File: src/rtl/rf_dump_reader_pkg.sv
// Shared definitions for the register-file dump reader and its neighbours
// (register file, CPU top): register-file geometry and the dump FSM states.
package rf_dump_reader_pkg;

  localparam int REG_ADDR_W = 5;
  localparam int REG_DATA_W = 32;
  localparam int NUM_REGS   = 32;

  typedef enum logic [1:0] {
    ST_IDLE  = 2'd0,
    ST_FETCH = 2'd1,
    ST_SEND  = 2'd2
  } dump_state_e;

  // A snooped write makes the dump incoherent when it lands on a non-zero
  // register that has already been sampled (first..idx). idx itself counts:
  // during its FETCH cycle the pre-write value is the one captured.
  function automatic logic snoop_hit(
    input logic                  wr_en,
    input logic [REG_ADDR_W-1:0] wr_addr,
    input logic [REG_ADDR_W-1:0] first,
    input logic [REG_ADDR_W-1:0] idx
  );
    return wr_en && (wr_addr != {REG_ADDR_W{1'b0}}) &&
           (wr_addr >= first) && (wr_addr <= idx);
  endfunction

endpackage

File: src/rtl/rf_dump_reader.sv
// Register-file dump reader: walks the register-file read port from
// FIRST_REG to LAST_REG and streams each value over valid/ready, flagging
// the dump dirty when an already-sampled register is overwritten mid-dump.
module rf_dump_reader
  import rf_dump_reader_pkg::*;
#(
  parameter int FIRST_REG = 0,
  parameter int LAST_REG  = 31
) (
  input  logic                  clk,
  input  logic                  rst,
  input  logic                  start,
  input  logic                  abort,
  output logic [REG_ADDR_W-1:0] rd_addr,
  input  logic [REG_DATA_W-1:0] rd_data,
  input  logic                  wr_en,
  input  logic [REG_ADDR_W-1:0] wr_addr,
  output logic                  out_valid,
  input  logic                  out_ready,
  output logic [REG_DATA_W-1:0] out_data,
  output logic [REG_ADDR_W-1:0] out_idx,
  output logic                  out_last,
  output logic                  busy,
  output logic                  done,
  output logic                  dirty
);

  localparam logic [REG_ADDR_W-1:0] FIRST_IDX = REG_ADDR_W'(FIRST_REG);
  localparam logic [REG_ADDR_W-1:0] LAST_IDX  = REG_ADDR_W'(LAST_REG);

  dump_state_e             state_q,     state_d;
  logic [REG_ADDR_W-1:0]   idx_q,       idx_d;
  logic                    out_valid_q, out_valid_d;
  logic [REG_DATA_W-1:0]   out_data_q,  out_data_d;
  logic [REG_ADDR_W-1:0]   out_idx_q,   out_idx_d;
  logic                    out_last_q,  out_last_d;
  logic                    busy_q,      busy_d;
  logic                    done_q,      done_d;
  logic                    dirty_q,     dirty_d;

  // Next-state logic: dump sequencing, handshake, abort and dirty snooping.
  always_comb begin
    state_d     = state_q;
    idx_d       = idx_q;
    out_valid_d = out_valid_q;
    out_data_d  = out_data_q;
    out_idx_d   = out_idx_q;
    out_last_d  = out_last_q;
    busy_d      = busy_q;
    done_d      = 1'b0;
    dirty_d     = dirty_q;

    // Sticky coherency flag; only a new accepted start clears it.
    if (busy_q && snoop_hit(wr_en, wr_addr, FIRST_IDX, idx_q)) begin
      dirty_d = 1'b1;
    end else begin
      dirty_d = dirty_q;
    end

    case (state_q)
      ST_IDLE: begin
        // start beats a simultaneous abort; abort alone does nothing here.
        if (start) begin
          state_d = ST_FETCH;
          idx_d   = FIRST_IDX;
          dirty_d = 1'b0;
          busy_d  = 1'b1;
        end else begin
          state_d = ST_IDLE;
        end
      end

      ST_FETCH: begin
        if (abort) begin
          state_d     = ST_IDLE;
          out_valid_d = 1'b0;
          busy_d      = 1'b0;
          dirty_d     = dirty_q;
        end else begin
          // rd_addr has equalled idx for this whole cycle, so rd_data is valid.
          out_data_d  = rd_data;
          out_idx_d   = idx_q;
          out_last_d  = (idx_q == LAST_IDX);
          out_valid_d = 1'b1;
          state_d     = ST_SEND;
        end
      end

      ST_SEND: begin
        if (abort) begin
          // Abort wins over a same-cycle handshake; no done pulse.
          state_d     = ST_IDLE;
          out_valid_d = 1'b0;
          busy_d      = 1'b0;
          dirty_d     = dirty_q;
        end else if (out_valid_q && out_ready) begin
          out_valid_d = 1'b0;
          if (out_last_q) begin
            state_d = ST_IDLE;
            busy_d  = 1'b0;
            done_d  = 1'b1;
          end else begin
            // LAST_REG ends the walk, so idx never needs to wrap.
            idx_d   = idx_q + 5'd1;
            state_d = ST_FETCH;
          end
        end else begin
          state_d = ST_SEND;
        end
      end

      default: begin
        state_d     = ST_IDLE;
        out_valid_d = 1'b0;
        busy_d      = 1'b0;
      end
    endcase
  end

  // State and output registers with asynchronous active-low reset.
  always_ff @(posedge clk or negedge rst) begin
    if (!rst) begin
      state_q     <= ST_IDLE;
      idx_q       <= FIRST_IDX;
      out_valid_q <= 1'b0;
      out_data_q  <= {REG_DATA_W{1'b0}};
      out_idx_q   <= {REG_ADDR_W{1'b0}};
      out_last_q  <= 1'b0;
      busy_q      <= 1'b0;
      done_q      <= 1'b0;
      dirty_q     <= 1'b0;
    end else begin
      state_q     <= state_d;
      idx_q       <= idx_d;
      out_valid_q <= out_valid_d;
      out_data_q  <= out_data_d;
      out_idx_q   <= out_idx_d;
      out_last_q  <= out_last_d;
      busy_q      <= busy_d;
      done_q      <= done_d;
      dirty_q     <= dirty_d;
    end
  end

  // The read address is the registered index itself.
  assign rd_addr   = idx_q;
  assign out_valid = out_valid_q;
  assign out_data  = out_data_q;
  assign out_idx   = out_idx_q;
  assign out_last  = out_last_q;
  assign busy      = busy_q;
  assign done      = done_q;
  assign dirty     = dirty_q;

endmodule

File: config.mk
export PLATFORM = sky130hd
export DESIGN_NAME = rf_dump_reader
export DESIGN_NICKNAME = d
export VERILOG_FILES = /design/src/rtl/rf_dump_reader_pkg.sv /design/src/rtl/rf_dump_reader.sv
export SDC_FILE = /design/constraint.sdc
export NUM_CORES = 1
export LEC_CHECK = 0
export BUFFER_PORTS_ARGS = -buffer_cell sky130_fd_sc_hd__buf_2
export CORE_UTILIZATION = 40
export CTS_CLUSTER_DIAMETER = 120
export DETAILED_ROUTE_END_ITERATION = 8
export PLACE_DENSITY_LB_ADDON = 0.08
export SLEW_MARGIN = 20
export SYNTH_ARGS = -nofsm -noshare
export SYNTH_HDL_FRONTEND = slang
export SYNTH_SLANG_ARGS = --single-unit
File: constraint.sdc
create_clock -name clk -period 1.8 [get_ports clk]
set_input_delay 0.27 -clock clk [delete_from_list [all_inputs] [get_ports clk]]
set_output_delay 0.27 -clock clk [all_outputs]
set_load 0.03 [all_outputs]
# Word level (Yosys, flattened, before mapping)
# Cells that the tools add are included.
# word_totals
ramBits	0
mem_bits_ro	0
word_cells	67
latch_bits	0
n_memories	0
input_bits	43
regBits	49
# op_classes
n_bitwise	2
div	0
mux	29
addsub	1
n_lt_le_gt_ge	2
n_eq_ne	11
mul	0
n_shift	0
reduce_logical	13
# ops
op	count
2-to-1 mux 5 bit	4
2-to-1 mux 1 bit	17
!= test 2 bit, second input constant	6
case mux 5 bit (2 select lines)	1
2-to-1 mux 2 bit	3
!= test 3 bit, second input constant	2
case mux 1 bit (3 select lines)	2
case mux 2 bit (3 select lines)	1
adder 5 x 1 -> 5 bit, second input constant	1
equality test 5 bit, second input constant	1
greater-or-equal comparator 5 x 1 -> 1 bit, second input constant	1
less-or-equal comparator 5 bit	1
logical AND 1 bit	5
AND reduction 5 bit	1
nonzero test 5 bit	1
AND reduction 2 bit	2
AND reduction 4 bit	1
equality test 2 x 1 -> 1 bit, second input constant	1
equality test 2 bit, second input constant	1
zero test 2 bit	1
inverter 1 bit	2
case mux 1 bit (2 select lines)	1
nonzero test 2 bit	1
OR reduction 2 bit	1

# Longest topological paths before layout
# logic_depth
word_depth	8
ltp_mapped	7

# Worst setup path before layout
# Ideal clock, no wire load.
# synth_path
kind	reg-to-reg
from	reg idx_q[0], in the netlist rd_addr[0]
to	reg idx_q[4], in the netlist rd_addr[4]
setup_slack_ns	0.123
path_buffers	0
arrival_time_ns	1.587
setup_time_ns	0.090
period_less_slack_ns	1.677
path_stages_with_launch	7
path_cell_list	dfrtp_1 -> ha_1 -> and3_1 -> ha_1 -> nand2_1 -> o22a_1 -> o221ai_1
# synth_between
elab_chain_len	5
# synth_rtl
element	line_no	rtl
from (decl)	rf_dump_reader.sv:32	logic [REG_ADDR_W-1:0] idx_q, idx_d;
from (signal assigned)	rf_dump_reader.sv:134	idx_q <= idx_d;
adder 5 x 1 -> 5 bit	rf_dump_reader.sv:104	idx_d = idx_q + 5'd1;
2-to-1 mux 5 bit	rf_dump_reader.sv:98	if (out_last_q) begin
2-to-1 mux 5 bit	rf_dump_reader.sv:96	end else if (out_valid_q && out_ready) begin
2-to-1 mux 5 bit	rf_dump_reader.sv:90	if (abort) begin
case mux 5 bit (2 select lines)	rf_dump_reader.sv:60	case (state_q)
# No other way between the ends. The select of a mux whose other input is x is not followed.
# A chain may end at the register's enable or synchronous reset.

# Worst setup path in the final report
# layout_path
from	reg idx_q[1], in the netlist rd_addr[1]
to	reg idx_q[4], in the netlist rd_addr[4]
# Same word-level chain as after synthesis.

==> metrics.md <==
| Metric | Value |
|---|---|
| Warnings from Yosys | `0` |
| Count leader, synth | `dfrtp_1` |
| Port-buffer cells | `89` |
| Skew-Pair Late Insertion Delay | `0.29 ns` |
| Clk network pwr share | `15.3%` |
| # hold bufs at CTS | `0` |
| Sink Count | `49` |
| Die width | `77.2 µm` |
| I/O pin count | `90` |
| CTS max path bufs | `2` |
| Int Pwr | `0.00255 W` |
| CTS H-tree depth | `2` |
| First-pass DRT Iterations | `4` |
| Final setup violation count | `0` |
| Overflow after GRT | `0` |
| Async SR Flop Fraction | `100%` |
| CTS tree | `yes` |
| Worst slew margin | `58.9%` |
| Vias in the first global route | `1618` |
| Switching Fraction | `41.6%` |
| Avg WL per Cell | `12.5 µm` |
| CTS clk-pin slew, worst paths | `0.09 ns` |
| Critical Path Source | `rd_addr[1]` |
| Worst setup SP type | `register` |
| Crit path DAT | `1.86 ns` |
| Worst Skew | `0.00468 ns` |
| Syn_nets | `225` |
| Pin count of the biggest net entering global routing | `50` |
| Setup Fix Bufs, Post-CTS | `0` |
| Post-synth top flop | `dfrtp_1` |
| Syn_area_per_cell | `13.2 µm²` |
| Syn Inst Count | `171` |
| Static leakage | `1.50 nW` |
| Final worst-path cycle share | `91.9%` |
| # resized after CTS | `0` |
| Max cap viols | `0` |
| Total number of vias | `1630` |
| Routability Congestion | `0.748` |
| Least-Margin Pin Slew | `0.617 ns` |
| Synth unique cells | `32` |
| Worst IR Drop VDD | `613 µV` |
| Post-synth top area cell | `dfrtp_1` |
| Total track usage | `15.6%` |
| Share of cells above drive strength 1 | `53.7%` |
| RSZ-0062 raised after global routing | `false` |
| Final core occ | `53.1%` |
| Synthesis-stage register bit count | `49` |
| Fin nets | `321` |
| Highest clock rate | `605 MHz` |
| Mapped cell area | `2260 µm²` |
| Core area | `5470 µm²` |
| Die area | `5960 µm²` |
| DR iter-0 viols | `40` |
| Fin. max-slew vios | `0` |
| Final Hold Vio Count | `0` |
| EDFF count, synth | `0` |
| Starting density of the core | `41.3%` |
| Routed Antenna Nets | `0` |
| Setup tns final | `0 ns` |
| Inserted Diodes | `0` |
| Worst r2r src | `rd_addr[1]` |
| WS Path Type | `register to register` |
| Combinational Power Share | `45.7%` |
| Status | `finished clean` |
| Post-DR vias/cell | `4.79` |
| Commonest cells post-synth | `dfrtp_1 (49), mux2_2 (36), ha_1 (11), inv_1 (9)` |
| Die Y | `77.2 µm` |
| Total CTS buffers | `5` |
| Synth top area cells | `dfrtp_1 (54%), mux2_2 (18%), ha_1 (6.1%)` |
| Post-synth top area share | `54.2%` |
| Power Dens Cells | `1510 nW/µm²` |
| Min cycle time layout | `1.65 ns` |
| Worst Path Required | `2.01 ns` |
| CP endpoint kind | `register` |
| First-pass GRT wire length | `7350 µm` |
| NetSw | `0.00182 W` |
| Hpwl dp | `3120 µm` |
| Sequential Power Share | `39.0%` |
| Layout overhead on the synthesized area | `28.4%` |
| Drt drc | `0` |
| Crit path max fanout | `7` |
| FP Rows | `27` |
| Root Buffer | `clkbuf_8` |
| Total wire length | `4260 µm` |
| Sequential element share of the synthesized area | `54.2%` |
| Initial antenna violation count | `0` |
| Worst hold path type | `input port to async pin` |
cell type report:
type,instances,area [µm²]
clock buffer,6,82.6
clock inverter,2,13.8
fill,492,2570
inverter,9,33.8
multi-input combinational,106,948
sequential,49,1230
tap,72,90.1
timing repair buffer,96,510
logic make-up (layout without fill, tap and decap cells):
kind of cell / Yosys count / after routing / synth area share (%)
adder cells (fa/ha/maj): 11 / 11 / 6.08
multiplexers: 40 / 40 / 19.9
AO/OA/AOI/OAI: 22 / 22 / 7.25
flip-flops: 49 / 49 / 54.2
buffers and inverters: 16 / 113 / 4.20
AND/OR/NAND/NOR: 33 / 33 / 8.41
stage by stage:
stage,area [µm²],cells,setup slack (ns),hold slack [ns],total power (W)
6_report,2910,340,0.146,0.0666,0.00438
5_1_grt,2910,340,0.0106,0.129,0.00467
4_1_cts,2910,340,0.106,0.0906,0.00445
3_5_place_dp,2810,332,0.143,0.420,0.00376
3_3_place_gp,2810,332,0.186,0.419,0.00374
2_1_floorplan,2260,171,0.123,-0.0256,0.00316
routing by layer:
layer  track usage [%]  up-vias  share of wire, %
met3              3.93        6               5.9
met1              18.9      767                45
li1                  -      801                 -
met4              5.66        0               1.8
met2              26.5       56                48
met5                 0        -                 0
power groups by stage:
stage	clock network, W	registers [W]	logic [W]
floorplan	0	0.00254	0.000617
global placement	0	0.00172	0.00201
detailed placement	0	0.00174	0.00203
CTS	0.000712	0.00171	0.00203
global route	0.000751	0.00177	0.00214
finish	0.000668	0.00171	0.00200
cells in the final DEF, fill, tap and decap left out, drive strengths merged, types with 2 or more instances in the layout:
cell,netlist,routed
a21oi,6,6
mux2,39,39
nor2b,3,3
clkbuf,0,6
ha,11,11
o22a,2,2
clkinv,0,2
dfrtp,49,49
a22o,4,4
and3,3,3
nor2,8,8
buf,7,96
nor3,2,2
nand2,8,8
o21ai,2,2
nand3,3,3
inv,9,9
nand4,3,3
flip-flops by register name, indices dropped and copies added, names as in the netlist:
| name | flops |
|---|---|
| dirty | 1 |
| out_valid | 1 |
| rd_addr | 5 |
| out_idx | 5 |
| state_q | 2 |
| out_last | 1 |
| busy | 1 |
| done | 1 |
| out_data | 32 |
path summary, 6_finish.rpt:
| kind | to | slack, ns | cells after the start |
|---|---|---|---|
| max | rd_addr[4] | 0.15 | 6 |
| min | out_data[21] | 0.07 | 2 |
| max reg2reg | rd_addr[4] | 0.15 | 6 |
| min reg2reg | out_data[27] | 0.50 | 1 |
| max in group asynchronous | out_data[2] | 1.32 | 2 |
| min in group clk | out_data[27] | 0.19 | 2 |
critical path, stage by stage, from the launching register on:
cell and delay [ns]:
dfrtp_1 0.47, ha_1 0.25, and3_1 0.19, ha_1 0.29, nand2_1 0.05, o22a_1 0.15, o221ai_1 0.17
Power figures use the tool's default switching activity.
